[config.mk]
export PLATFORM = sky130hd
export DESIGN_NAME = mem_wb_sequencer
export DESIGN_NICKNAME = d
export VERILOG_FILES = /design/src/rtl/mem_wb_sequencer.sv
export SDC_FILE = /design/constraint.sdc
export NUM_CORES = 1
export LEC_CHECK = 0
export ABC_AREA = 1
export CAP_MARGIN = 0
export CORE_ASPECT_RATIO = 0.9
export CORE_MARGIN = 2
export CORE_UTILIZATION = 46
export CTS_CLUSTER_SIZE = 14
export DETAILED_ROUTE_END_ITERATION = 16
export HOLD_SLACK_MARGIN = 0.06
export PLACE_DENSITY = 0.89
export SYNTH_ARGS = -nofsm -noshare
export SYNTH_HDL_FRONTEND = slang
export SYNTH_SLANG_ARGS = --single-unit
export TNS_END_PERCENT = 50
[constraint.sdc]
create_clock -name clk -period 1.7 [get_ports clk]
set_input_delay 0.34 -clock clk [delete_from_list [all_inputs] [get_ports clk]]
set_output_delay 0.34 -clock clk [all_outputs]
set_load 0.1 [all_outputs]
[src/rtl/mem_wb_sequencer.sv]
// rtl/mem_wb_sequencer.sv - back-end sequencer for data-memory handshake, register write-back and branch pulse
module mem_wb_sequencer #(
  parameter int DATA_W      = 32,
  parameter int ADDR_W      = 32,
  parameter int MEM_TIMEOUT = 15
) (
  input  logic              clk,
  input  logic              rst_n,
  input  logic              in_valid,
  output logic              in_ready,
  input  logic              RegWrite,
  input  logic              MemRead,
  input  logic              MemWrite,
  input  logic              MemToReg,
  input  logic              Branch,
  input  logic [DATA_W-1:0] alu_result,
  input  logic              alu_zero,
  input  logic [DATA_W-1:0] store_data,
  input  logic [4:0]        rd,
  output logic              mem_req,
  output logic              mem_we,
  output logic [ADDR_W-1:0] mem_addr,
  output logic [DATA_W-1:0] mem_wdata,
  input  logic              mem_ack,
  input  logic [DATA_W-1:0] mem_rdata,
  output logic              rf_we,
  output logic [4:0]        rf_waddr,
  output logic [DATA_W-1:0] rf_wdata,
  output logic              br_taken,
  output logic              err
);

  localparam int CNT_W = $clog2(MEM_TIMEOUT + 1);

  typedef enum logic [1:0] {IDLE, MEM, WB} state_t;

  state_t            state;
  logic [CNT_W-1:0]  wait_cnt;
  logic              regwrite_q;
  logic              memtoreg_q;
  logic [DATA_W-1:0] alu_q;
  logic [DATA_W-1:0] rdata_q;

  assign in_ready = (state == IDLE);

  always_ff @(posedge clk) begin
    if (!rst_n) begin
      state      <= IDLE;
      wait_cnt   <= '0;
      regwrite_q <= 1'b0;
      memtoreg_q <= 1'b0;
      alu_q      <= '0;
      rdata_q    <= '0;
      mem_req    <= 1'b0;
      mem_we     <= 1'b0;
      mem_addr   <= '0;
      mem_wdata  <= '0;
      rf_we      <= 1'b0;
      rf_waddr   <= '0;
      rf_wdata   <= '0;
      br_taken   <= 1'b0;
      err        <= 1'b0;
    end else begin
      rf_we    <= 1'b0;
      br_taken <= 1'b0;
      err      <= 1'b0;
      case (state)
        IDLE: begin
          if (in_valid) begin
            regwrite_q <= RegWrite;
            memtoreg_q <= MemToReg;
            alu_q      <= alu_result;
            mem_addr   <= alu_result[ADDR_W-1:0];
            mem_wdata  <= store_data;
            mem_we     <= MemWrite;
            rf_waddr   <= rd;
            if (MemRead && MemWrite) begin
              err <= 1'b1;
            end else if (MemRead || MemWrite) begin
              state    <= MEM;
              mem_req  <= 1'b1;
              wait_cnt <= '0;
            end else if (RegWrite) begin
              state    <= WB;
              rf_we    <= (rd != 5'd0);
              rf_wdata <= MemToReg ? rdata_q : alu_result;
            end else begin
              br_taken <= Branch & alu_zero;
            end
          end
        end
        MEM: begin
          // an ack in the final allowed cycle still wins over the timeout
          if (mem_ack) begin
            mem_req <= 1'b0;
            if (!mem_we) begin
              rdata_q <= mem_rdata;
              if (regwrite_q) begin
                state    <= WB;
                rf_we    <= (rf_waddr != 5'd0);
                rf_wdata <= memtoreg_q ? mem_rdata : alu_q;
              end else begin
                state <= IDLE;
              end
            end else begin
              state <= IDLE;
            end
          end else if (wait_cnt == CNT_W'(MEM_TIMEOUT - 1)) begin
            mem_req <= 1'b0;
            err     <= 1'b1;
            state   <= IDLE;
          end else begin
            wait_cnt <= wait_cnt + CNT_W'(1);
          end
        end
        WB: begin
          state <= IDLE;
        end
        default: begin
          state <= IDLE;
        end
      endcase
    end
  end

endmodule

==> implementation parameters <==
Parameter                              Value

Synth
  Sequential element share of the synthesized area ... 46.0%
  #FFs+latches synth ... 146
  Yosys cell types ... 22
  Number of warnings reported in the yosys synthesis log ... 0
  Cell accounting for the most synthesized area ... sky130_fd_sc_hd__dfxtp_1
  Post-Synthesis Mean Instance Area ... 6.77 um2
  Top cell type's share of synthesized area ... 46.0%
  Number of standard cells after synthesis ... 939
  Synth Cell Area ... 6360 um2
  Nets in the synthesized netlist ... 1,052
  Top cells by area, synth ... sky130_fd_sc_hd__dfxtp_1 (46%), sky130_fd_sc_hd__o21ai_0 (14%), sky130_fd_sc_hd__nor2_1 (11%)

Die
  Initial standard-cell utilization of the core ... 47.4%
  Area of the die ... 14,800 um2
  Die Ht ... 116 um
  Placeable Area ... 13,400 um2
  Cell Rows ... 40
  Chip width ... 128 um
  Boundary Pins ... 218

Global route
  Total gr overflow ... 0
  All-layer global routing usage ... 27.8%
  Largest net degree at the start of global routing ... 55
  Initial antenna violation count ... 0
  First-pass GRT wire length ... 32.4 mm
  Vias in the first global route ... 6,726

Detailed routing
  Total number of vias ... 6,945
  Antenna viol nets, final ... 0
  Aggregate routed wire length ... 20.5 mm
  Vias per cell ... 5.25
  Post-route DRC violation count ... 0
  Initial detailed-routing violation count ... 606
  DRT Pass-1 Iters ... 4
  Avg WL per Cell ... 15.5 um

Cells and area
  Post-route standard cell area excluding fillers ... 10,400 um2
  Total number of nets in the final design ... 1,255
  Area growth from synthesis to layout ... 63.6%
  Antenna diode count ... 0
  Commonest cells after routing, fill and taps aside ... sky130_fd_sc_hd__nor2_1 (183), sky130_fd_sc_hd__o21ai_0 (182), sky130_fd_sc_hd__dfxtp_1 (143), sky130_fd_sc_hd__nand2_1 (140), sky130_fd_sc_hd__buf_12 (116)
  Share of final-layout standard cells stronger than drive strength 1 ... 15.1%
  Non-Filler Instances ... 1,322
  Leading cell type in the layout, fill and taps excluded ... sky130_fd_sc_hd__nor2_1

Clock network
  Latest clock arrival within the worst-skew pair ... 0.41 ns
  Resize count post-CTS ... 0
  CTS Sinks ... 146
  Maximum level of the CTS H-tree ... 4
  Buffer depth of the longest clock path ... 2
  Num CTS Buffers ... 17
  Postcts setup bufs ... 0
  Root Driver ... sky130_fd_sc_hd__clkbuf_16
  Number of buffers inserted for hold repair after clock tree synthesis ... 0
  CTS tree ... yes
  Clock slew at reported path FFs ... 0.06 ns

Timing
  Timing-limited maximum frequency ... 0.651 GHz
  RSZ-0062 raised after global routing ... no
  Worst slew margin ... 77.1%
  Transition at the pin with the smallest max-transition slack ... 0.341 ns
  Number of setup violations in the final report ... 0
  Final worst path period need ... 1.54 ns
  Final number of max-transition violations ... 0
  Final Cycle Share ... 90.3%
  Number of hold violations in the final report ... 0
  Final setup skew ... 0.00907 ns

Place
  Count of port buffers added during placement ... 217
  Placement-stage cell area ... 9880 um2
  Half-perimeter wire length after detailed placement ... 14.4 mm
  Routability congestion estimate ... 0.855
  Instance count after placement with tap cells included ... 1,291

Critical path
  Setup slack on the worst flop-to-flop path ... 0.22 ns
  Kind of launch point of the worst setup path ... flop
  Reg2reg end ... rf_wdata[3]
  Launch instance of the worst register-to-register path ... state[1]
  Type of the setup path with the least slack ... flop to output pin
  CP max FO ... 5
  Required @ worst endpoint ... 1.36 ns
  Critical Path End Type ... output pin
  Worst Reg-to-Reg Cells ... 7
  Critical path launch point ... state[1]
  Worst path arrival time ... 1.20 ns
  Worst setup endpoint ... in_ready

Power
  Clock share of power ... 29.2%
  Total power ... 0.0117 W
  Leakage power total ... 4.40 nW
  PD cells ... 1120 nW/um2
  VDD IR-drop max ... 0.889 mV
  Fraction of power consumed by sequential logic ... 34.5%
  Combinational Power Share ... 36.3%
  Switching part of the total power ... 37.6%
  Cell internal power dissipation ... 0.00727 W
  Psw ... 0.00438 W

Worst hold path
  Hold/Removal Path Class ... input pin to flop

Job
  Number of maximum-capacitance violations ... 0

Run status
  Run status ... finished clean
==> state kept, by name, summed over array words and instances, names as in the netlist <==
register    count
alu_q          32
mem_wdata      32
rdata_q        32
rf_wdata       32
rf_waddr        5
wait_cnt        4
state           2
br_taken        1
err             1
mem_req         1
mem_we          1
memtoreg_q      1
regwrite_q      1
rf_we           1
==> worst min path at each step <==
stage                        endpoint  cells past startpoint  slack [ns]   startpoint
after floorplan           rdata_q[14]                      2        0.42  rdata_q[14]
after global placement     rdata_q[8]                      2        0.43   rdata_q[8]
after detailed placement  rdata_q[28]                      2        0.44  rdata_q[28]
after CTS                 rf_wdata[2]                      3        0.30        rst_n
after global routing      rf_wdata[4]                      3        0.32        rst_n
final                     rf_wdata[2]                      3        0.33        rst_n
==> critical path, cell delays in order, from the launching register on <==
cell and delay, ns:
sky130_fd_sc_hd__dfxtp_2 0.36, sky130_fd_sc_hd__nor2_4 0.22, sky130_fd_sc_hd__buf_12 0.21
==> layout make-up <==
cell class,count,area [um2]
Clock buffer,24,462
Multi-Input combinational cell,622,2760
Timing Repair Buffer,246,3570
Clock inverter,7,60.1
Sequential cell,146,2930
Tap cell,168,210
Fill cell,839,3010
Inverter,109,409
==> cell families after synthesis <==
kind of cell | Yosys count | synth area share, %
fa+ha+maj | 2 | 0.393
simple gates | 341 | 20.7
flops | 146 | 46.0
buf+inv | 171 | 10.8
compound gates | 279 | 22.1
==> power by group through the flow <==
| stage | clock network, W | registers (W) | logic [W] |
|---|---|---|---|
| finish | 0.00340 | 0.00402 | 0.00423 |
| global route | 0.00361 | 0.00405 | 0.00443 |
| CTS | 0.00343 | 0.00402 | 0.00423 |
| detailed placement | 0 | 0.00409 | 0.00421 |
| global placement | 0 | 0.00408 | 0.00414 |
| floorplan | 0 | 0.00566 | 0.000894 |
==> metrics by stage <==
step | utilization [%] | setup WS (ns) | hold slack, ns | TNS (ns)
floorplan | - | -0.0542 | 0.424 | -2.23
global placement | 73.7 | -0.0547 | 0.430 | -1.30
detailed placement | 73.7 | -0.167 | 0.436 | -2.94
CTS | 77.6 | 0.139 | 0.303 | 0
global route | 77.6 | 0.117 | 0.319 | 0
finish | 77.6 | 0.164 | 0.333 | 0
==> synth_stat cells <==
cell / instances
sky130_fd_sc_hd__nand3_1: 8
sky130_fd_sc_hd__o211ai_1: 2
sky130_fd_sc_hd__buf_1: 4
sky130_fd_sc_hd__buf_2: 12
sky130_fd_sc_hd__clkbuf_1: 40
sky130_fd_sc_hd__nor3_1: 2
sky130_fd_sc_hd__buf_4: 4
sky130_fd_sc_hd__a211oi_1: 1
sky130_fd_sc_hd__buf_6: 2
sky130_fd_sc_hd__nand4_1: 3
sky130_fd_sc_hd__nor2_1: 183
sky130_fd_sc_hd__inv_2: 3
sky130_fd_sc_hd__inv_1: 106
sky130_fd_sc_hd__nand2_1: 142
sky130_fd_sc_hd__o21ai_0: 182
sky130_fd_sc_hd__dfxtp_1: 146
sky130_fd_sc_hd__nor2_4: 2
sky130_fd_sc_hd__a21oi_1: 74
sky130_fd_sc_hd__ha_1: 2
sky130_fd_sc_hd__o21ai_1: 19
sky130_fd_sc_hd__nand2_2: 1
sky130_fd_sc_hd__a22oi_1: 1
==> layer usage <==
metal  track usage (%)  up-vias  wire length (um)
li1                  -     3376                 -
met2              48.2      372             10100
met5                 0        -                 0
met3              11.1       40              2190
met4              11.0        0               436
met1              30.7     3157              7820
(Power assumes the default switching activity.)
